<file path="config.mk">
export PLATFORM = sky130hd
export DESIGN_NAME = rr_arbiter4
export DESIGN_NICKNAME = d
export VERILOG_FILES = /design/src/rtl/rr_arbiter4.sv
export SDC_FILE = /design/constraint.sdc
export NUM_CORES = 1
export LEC_CHECK = 0
export CORE_MARGIN = 5
export CORE_UTILIZATION = 55
export DETAILED_ROUTE_END_ITERATION = 6
export DONT_BUFFER_PORTS = 1
export GPL_ROUTABILITY_DRIVEN = 0
export PLACE_DENSITY_LB_ADDON = 0.3
export SYNTH_ARGS = -nofsm -noshare
export SYNTH_HDL_FRONTEND = slang
export SYNTH_SLANG_ARGS = --single-unit
</file>
<file path="constraint.sdc">
create_clock -name clk -period 3 [get_ports clk]
set_input_delay 0.45 -clock clk [delete_from_list [all_inputs] [get_ports clk]]
set_output_delay 0.45 -clock clk [all_outputs]
set_load 0.005 [all_outputs]
</file>
<file path="src/rtl/rr_arbiter4.sv">
// Four-requester round-robin arbiter with grant hold and hold timeout.
// Registered one-hot grant, binary index and valid; one bubble cycle between grants.
module rr_arbiter4 #(
  parameter int unsigned MAX_HOLD = 8,
  parameter int unsigned CNT_W    = 8
) (
  input  logic       clk,
  input  logic       rst,
  input  logic [3:0] req,
  input  logic       done,
  output logic [3:0] gnt,
  output logic [1:0] gnt_idx,
  output logic       gnt_valid,
  output logic       timeout
);

  if (MAX_HOLD < 2 || MAX_HOLD > 255) begin : g_bad_max_hold
    $error("rr_arbiter4: MAX_HOLD out of range");
  end
  if ((64'd1 << CNT_W) <= 64'(MAX_HOLD)) begin : g_bad_cnt_w
    $error("rr_arbiter4: CNT_W too narrow for MAX_HOLD");
  end

  typedef enum logic {StIdle, StGrant} state_e;

  state_e           state_q;
  logic [1:0]       ptr_q;
  logic [CNT_W-1:0] hold_cnt_q;
  logic [3:0]       gnt_q;
  logic [1:0]       idx_q;
  logic             valid_q;
  logic             timeout_q;

  logic [1:0] pick_idx;
  logic       pick_found;
  logic [1:0] cand;
  logic       release_c;
  logic       expire_c;

  // Rotating priority search: walk downwards so the lowest offset from ptr wins.
  always_comb begin
    pick_found = 1'b0;
    pick_idx   = ptr_q;
    cand       = ptr_q;
    for (int k = 3; k >= 0; k--) begin
      cand = ptr_q + 2'(k);
      if (req[cand]) begin
        pick_found = 1'b1;
        pick_idx   = cand;
      end
    end
  end

  always_comb begin
    release_c = done | ~req[idx_q];
    expire_c  = (hold_cnt_q == CNT_W'(MAX_HOLD - 1));
  end

  always_ff @(posedge clk or posedge rst) begin
    if (rst) begin
      state_q    <= StIdle;
      ptr_q      <= 2'd0;
      hold_cnt_q <= '0;
      gnt_q      <= 4'b0000;
      idx_q      <= 2'd0;
      valid_q    <= 1'b0;
      timeout_q  <= 1'b0;
    end else begin
      unique case (state_q)
        StIdle: begin
          timeout_q <= 1'b0;
          if (pick_found) begin
            gnt_q      <= 4'b0001 << pick_idx;
            idx_q      <= pick_idx;
            valid_q    <= 1'b1;
            ptr_q      <= pick_idx + 2'd1;
            hold_cnt_q <= '0;
            state_q    <= StGrant;
          end
        end
        StGrant: begin
          if (release_c || expire_c) begin
            // Release takes precedence, so a coincident done suppresses the timeout pulse.
            gnt_q      <= 4'b0000;
            idx_q      <= 2'd0;
            valid_q    <= 1'b0;
            timeout_q  <= ~release_c;
            hold_cnt_q <= '0;
            state_q    <= StIdle;
          end else begin
            hold_cnt_q <= hold_cnt_q + 1'b1;
          end
        end
        default: state_q <= StIdle;
      endcase
    end
  end

  assign gnt       = gnt_q;
  assign gnt_idx   = idx_q;
  assign gnt_valid = valid_q;
  assign timeout   = timeout_q;

endmodule

</file>
==> results_dict.tcl, run 1 <==
set metrics [dict create \
    intPower_uw 492.5 \
    ys_ff_latch 19 \
    synth_enable_flop_cells 0 \
    clkTransAtPathRegs_ns 0.10 \
    slowest_stage "or4_4" \
    grt_pass1_wl_um 3726 \
    fin_setup_tns_ns 0 \
    fin_crit_sh_pct 61.52 \
    maxCapViolations 0 \
    avgRoutedWirePerCell_um 17.14 \
    place_hpwl_um 1629 \
    clock_insertion_delay_worst_skew_ns 0.29 \
    route.antenna.remaining_nets 0 \
    fmaxAchievable_mhz 541.8 \
    design.die.area_um2 2840 \
    seq_power_share_pct 50.7 \
    synthArstFlopShare_pct 100.0 \
    setup_violations 0 \
    switchingPower_uw 288.5 \
    placement.io_buffers 0 \
    end_kind "flip-flop" \
    routed_wl_um 2177 \
    setup_repair_after_global_routing_missed_its_margin "false" \
    total_leakage_power_uw 0.0004597 \
    worst_setup_path_startpoint "hold_cnt_q[3]" \
    worst_slack_ns 1.154 \
    drive_above_1_share_pct 12.75 \
    cts.hold.buffers_added 0 \
    grt_use_total_pct 18.07 \
    initial_antenna_violation_count 0 \
    path_cells "or4_4 -> nor3_2 -> o21ai_2 -> a22o_1" \
    crit_fanout 7 \
    clock_tree.root_cell "clkbuf_4" \
    post-route-drc-count 0 \
    synth.lib_cells_used.distinct 40 \
    fin_nets 111 \
    starting_density_pct 59.07 \
    critPathLaunchType "flip-flop" \
    clock_tree.buffer_depth 2 \
    post_cts_resize_count 0 \
    synthCells 99 \
    htree_levels 1 \
    pin_count_of_the_biggest_net_entering_global_routing 20 \
    tritoncts_num_sinks 19 \
    setup_buffers_after_cts 0 \
    synth_top_cell_by_area "dfrtp_1" \
    rr_worst_depth 4 \
    max_slew_margin_pct 54.36 \
    n_antenna_cell 0 \
    final-hold-violation-count 0 \
    drt_first_iter_violations 17 \
    critical_path_buf_inv_count 0 \
    synth.area.top_cells "dfrtp_1, a32o_1, nor2b_1" \
    clock_buffer_count_from_cts 3 \
    syn_area_per_cell_um2 10.41 \
    timing_max_transition_violations_final 0 \
    dr_total_vias 831 \
    fillCellCount 145 \
    period_needed_ns 1.846 \
    floorplan.core_area_um2 1745 \
    drtPass1Iterations 4 \
    timing.clock.skew_ns 0.003094 \
    grt_remaining_overflow 0 \
    first_global_vias 823 \
    result_of_the_run "completed" \
    cts_tree "yes" \
    power.density_cell_area_nw_per_um2 720.0 \
    combPwrFrac_pct 33.2 \
    ys_dominant_reg_cell "dfrtp_1" \
    power.clock.fraction_pct 16.1 \
    timing.critical_path.depth 4 \
    number_of_rows_in_the_core_area 15 \
    critical_path_class "reg2reg" \
    io_pins 15 \
    crit_path_max_incr_delay_ns 0.58 \
    synthesis_warning_total 0 \
    synth_top_area_share_pct 46.12 \
    vdd_ir_drop_max_mv 0.5305 \
    crit-reg2reg-launch "hold_cnt_q[3]" \
    p_sw_share_pct 36.94 \
    worst_slew_pin_slew_ns 0.6839 \
    layout.cell_area.non_filler_um2 1085 \
    crit_required_ns 3.18 \
    mappedNetlistArea_um2 1031 \
    placed_area_um2 1059 \
    total_power_uw 781.0 \
    worst_hold_slack_ns 0.1368 \
    mappedNetlistNets 107 \
    vias_per_cell 6.543 \
    fp.dieH_um 53.30 \
    hold_path_class "in2async" \
    dieWidth_um 53.30 \
    critical_path_arrival_ns 2.03 \
    areaGrowthSynthToFinish_pct 5.218 \
    synth_seq_area_share_pct 46.12 \
    critical_path.top_delay_family "simple AND/OR/NAND/NOR gates" \
    post-place-ws_ns 1.163 \
]
-- power groups by stage --
stage	Combinational, uW	Clock, uW	Sequential [uW]
6_report	259	125	396
5_1_grt	290	143	409
4_1_cts	257	128	396
3_3_place_gp	247	0	398
2_1_floorplan	216	0	379
3_5_place_dp	256	0	401
-- final timing paths --
kind	to	slack, ns
worst max-delay path	gnt_idx[1]	1.15
worst min-delay path	gnt_valid	0.14
worst max register to register	gnt_idx[1]	1.15
worst min register to register	hold_cnt_q[7]	0.51
max in group asynchronous	hold_cnt_q[6]	2.43
min in group clk	ptr_q[1]	0.44
-- cells in the mapped netlist, types with 2 or more instances --
| cell | number |
|---|---|
| nor3b_1 | 2 |
| dfrtp_1 | 19 |
| nor2_1 | 6 |
| and3_1 | 4 |
| nand3_1 | 4 |
| a41oi_1 | 2 |
| nand2_1 | 7 |
| o21ai_0 | 4 |
| a31oi_1 | 4 |
| a21oi_1 | 3 |
| a22o_1 | 3 |
| nor2b_1 | 5 |
| or3_1 | 2 |
| o21a_1 | 2 |
| a32o_1 | 5 |
| nand3b_1 | 2 |
| mux2i_1 | 2 |
-- per-layer routing --
layer	track usage, %	wire length [um]
met3	5.352	111
met5	0	0
met1	23.99	1078
met4	8.936	49
met2	26.33	937
-- layout make-up --
class / instances / area (um2) / area share (%)
clock buffers: 4 / 26.28 / 2.422
flip-flops and latches: 19 / 475.5 / 43.83
inverters: 1 / 3.754 / 0.3460
well taps: 25 / 31.28 / 2.884
multi-input cells: 78 / 548.0 / 50.52
-- stage by stage --
step	util [%]	cells
floorplan	-	99
global placement	60.65	123
detailed placement	60.65	123
CTS	62.15	127
global route	62.15	127
finish	62.15	127
-- flip-flops by register name, indices dropped and copies added, names as in the netlist --
| name | cells |
|---|---|
| gnt | 4 |
| gnt_idx | 2 |
| gnt_valid | 1 |
| ptr_q | 2 |
| timeout | 1 |
| state_q | 1 |
| hold_cnt_q | 8 |
-- cell usage in the layout (no fill, tap or decap), types with 2 or more instances in the layout --
cell	Yosys	layout
dfrtp_1	19	19
nand2_1	7	7
nor2_1	6	6
nor2b_1	5	5
a32o_1	5	5
o21ai_0	4	4
and3_1	4	4
nand3_1	4	4
a31oi_1	4	4
a22o_1	3	3
a21oi_1	3	3
clkbuf_4	0	3
mux2i_1	2	2
nand3b_1	2	2
a41oi_1	2	2
o21a_1	2	2
nor3b_1	2	2
or3_1	2	2
-- cells by family after synthesis --
family / after synthesis / share of synthesized area (%)
multiplexers: 2 / 1.942
AND/OR/NAND/NOR: 41 / 24.03
AO/OA/AOI/OAI: 33 / 25.12
adder cells (fa/ha/maj): 1 / 1.213
XOR/XNOR: 1 / 0.8497
flip-flops: 19 / 46.12
buffers and inverters: 2 / 0.7275
Power figures use the tool's default switching activity.
==> run 2: changes to the inputs <==
clock period = 1.7 ns   (was 3 ns; I/O delays follow)
==> run 2 against run 1 <==
Against the previous run: hold slack improved by 0.15 ns; global-route usage rose by 2.1 points; core utilization rose by 6.7 points; critical path depth fell by 1; wire length rose by 8.5%; largest cell class unchanged.
==> results_dict.tcl, run 2 (synthesis gave the netlist of run 1 again) <==
set metrics [dict create \
    fmaxAchievable_mhz 597.5 \
    clock_buffer_count_from_cts 3 \
    most-common-layout-cells "dfrtp_1, buf_4, nand2_1" \
    dieWidth_um 53.30 \
    design.die.area_um2 2840 \
    floorplan.core_area_um2 1745 \
    end_kind "flip-flop" \
    routed_wl_um 2362 \
    areaGrowthSynthToFinish_pct 16.50 \
    period_needed_ns 1.674 \
    total_power_uw 1508 \
    initial_antenna_violation_count 0 \
    fin_nets 124 \
    crit_fanout 5 \
    fp.dieH_um 53.30 \
    critPathLaunchType "flip-flop" \
    largest-register "hold_cnt_q" \
    drive_above_1_share_pct 24.35 \
    avgRoutedWirePerCell_um 16.87 \
    post-route-drc-count 0 \
    worst_hold_slack_ns 0.2884 \
    htree_levels 1 \
    worst_slew_pin_slew_ns 0.7073 \
    number_of_rows_in_the_core_area 15 \
    route.antenna.remaining_nets 0 \
    layoutNonFillerInstCount 140 \
    placement.io_buffers 0 \
    pin_count_of_the_biggest_net_entering_global_routing 20 \
    cts_tree "yes" \
    drt_first_iter_violations 24 \
    most_common_library_cell_in_the_layout_ignoring_fill_and_taps "dfrtp_1" \
    drtPass1Iterations 4 \
    largest_register_ff_count 8 \
    vdd_ir_drop_max_mv 1.053 \
    total_leakage_power_uw 0.0005285 \
    grt_remaining_overflow 0 \
    fin_crit_sh_pct 98.45 \
    power.density_cell_area_nw_per_um2 1255 \
    tritoncts_num_sinks 19 \
    clock_tree.root_cell "clkbuf_4" \
    io_pins 15 \
    final-hold-violation-count 0 \
    clock_insertion_delay_worst_skew_ns 0.30 \
    timing_max_transition_violations_final 0 \
    grt_pass1_wl_um 3981 \
    crit_required_ns 1.90 \
    vias_per_cell 6.386 \
    post-place-cells 133 \
    n_antenna_cell 0 \
    clkTransAtPathRegs_ns 0.10 \
    grt_use_total_pct 20.14 \
    place_hpwl_um 1634 \
    maxCapViolations 0 \
    hold_path_class "in2reg" \
    critical_path_class "reg2reg" \
    max_slew_margin_pct 52.80 \
    clock_tree.buffer_depth 2 \
    timing.clock.skew_ns 0.002108 \
    first_global_vias 840 \
    critical_path_arrival_ns 1.88 \
    dr_total_vias 894 \
    result_of_the_run "completed" \
    setup_violations 0 \
    starting_density_pct 59.07 \
]
run 2: cell count changes in the layout (fill, tap and decap cells not counted):
cell / delta
dfrtp_1: -1
o22a_2: -1
a211oi_1: -1
buf_4: +12
or3b_1: -1
dfrtp_2: +1
o22a_4: +1
or3b_4: +1
a211oi_2: +1
dlygate4sd3_1: +1
run 2: routing by layer:
metal  vias up  part of all wire, %  global-route usage [%]
li1        421                    -                       -
met1       428                   45                   27.56
met2        41                   44                   28.37
met3         4                  7.6                   4.225
met4         0                  2.8                   12.77
met5         -                    0                       0
run 2: metrics by stage:
step	setup TNS [ns]	area, um2	util (%)	setup WS [ns]
5_1_grt	-0.01739	1201	68.82	-0.006879
3_3_place_gp	0	1134	64.95	0.06917
3_5_place_dp	0	1134	64.95	0.03974
4_1_cts	0	1170	67.03	0.03270
2_1_floorplan	0	1031	-	0.02358
6_report	0	1201	68.82	0.02629
run 2: layout make-up:
cell class	count	area (um2)
clock buffer	4	26.28
fill	141	544.3
inverter	1	3.754
multi-input combinational	78	563.0
sequential	19	476.7
tap	25	31.28
timing repair buffer	13	100.1
run 2: where the power goes:
group          switching [uW]  internal (uW)
clock network             141           91.7
logic                     302            290
registers                 113            571
total                     555            953
run 2: what timing repair did:
item / in CTS / in global routing
hold buffers: 1 / 0
setup buffers: 0 / 2
endpoints found under the hold margin: 19 / 0
setup endpoints to repair: 0 / 5
gates resized for setup: 0 / 4
run 2: worst paths after layout:
kind,startpoint,end,slack (ns),depth (start not counted)
worst max-delay path,hold_cnt_q[3],hold_cnt_q[1],0.03,3
worst min-delay path,req[3],ptr_q[1],0.29,3
worst max register to register,hold_cnt_q[3],hold_cnt_q[1],0.03,3
worst min register to register,hold_cnt_q[7],hold_cnt_q[7],0.50,1
max in group asynchronous,rst,ptr_q[1],0.72,2
min in group asynchronous,rst,gnt_valid,0.49,2
run 2: worst max-delay path, stage by stage (launching register included):
cell	delay, ns
dfrtp_1	0.39
or4_4	0.54
or3_4	0.37
a32o_1	0.27
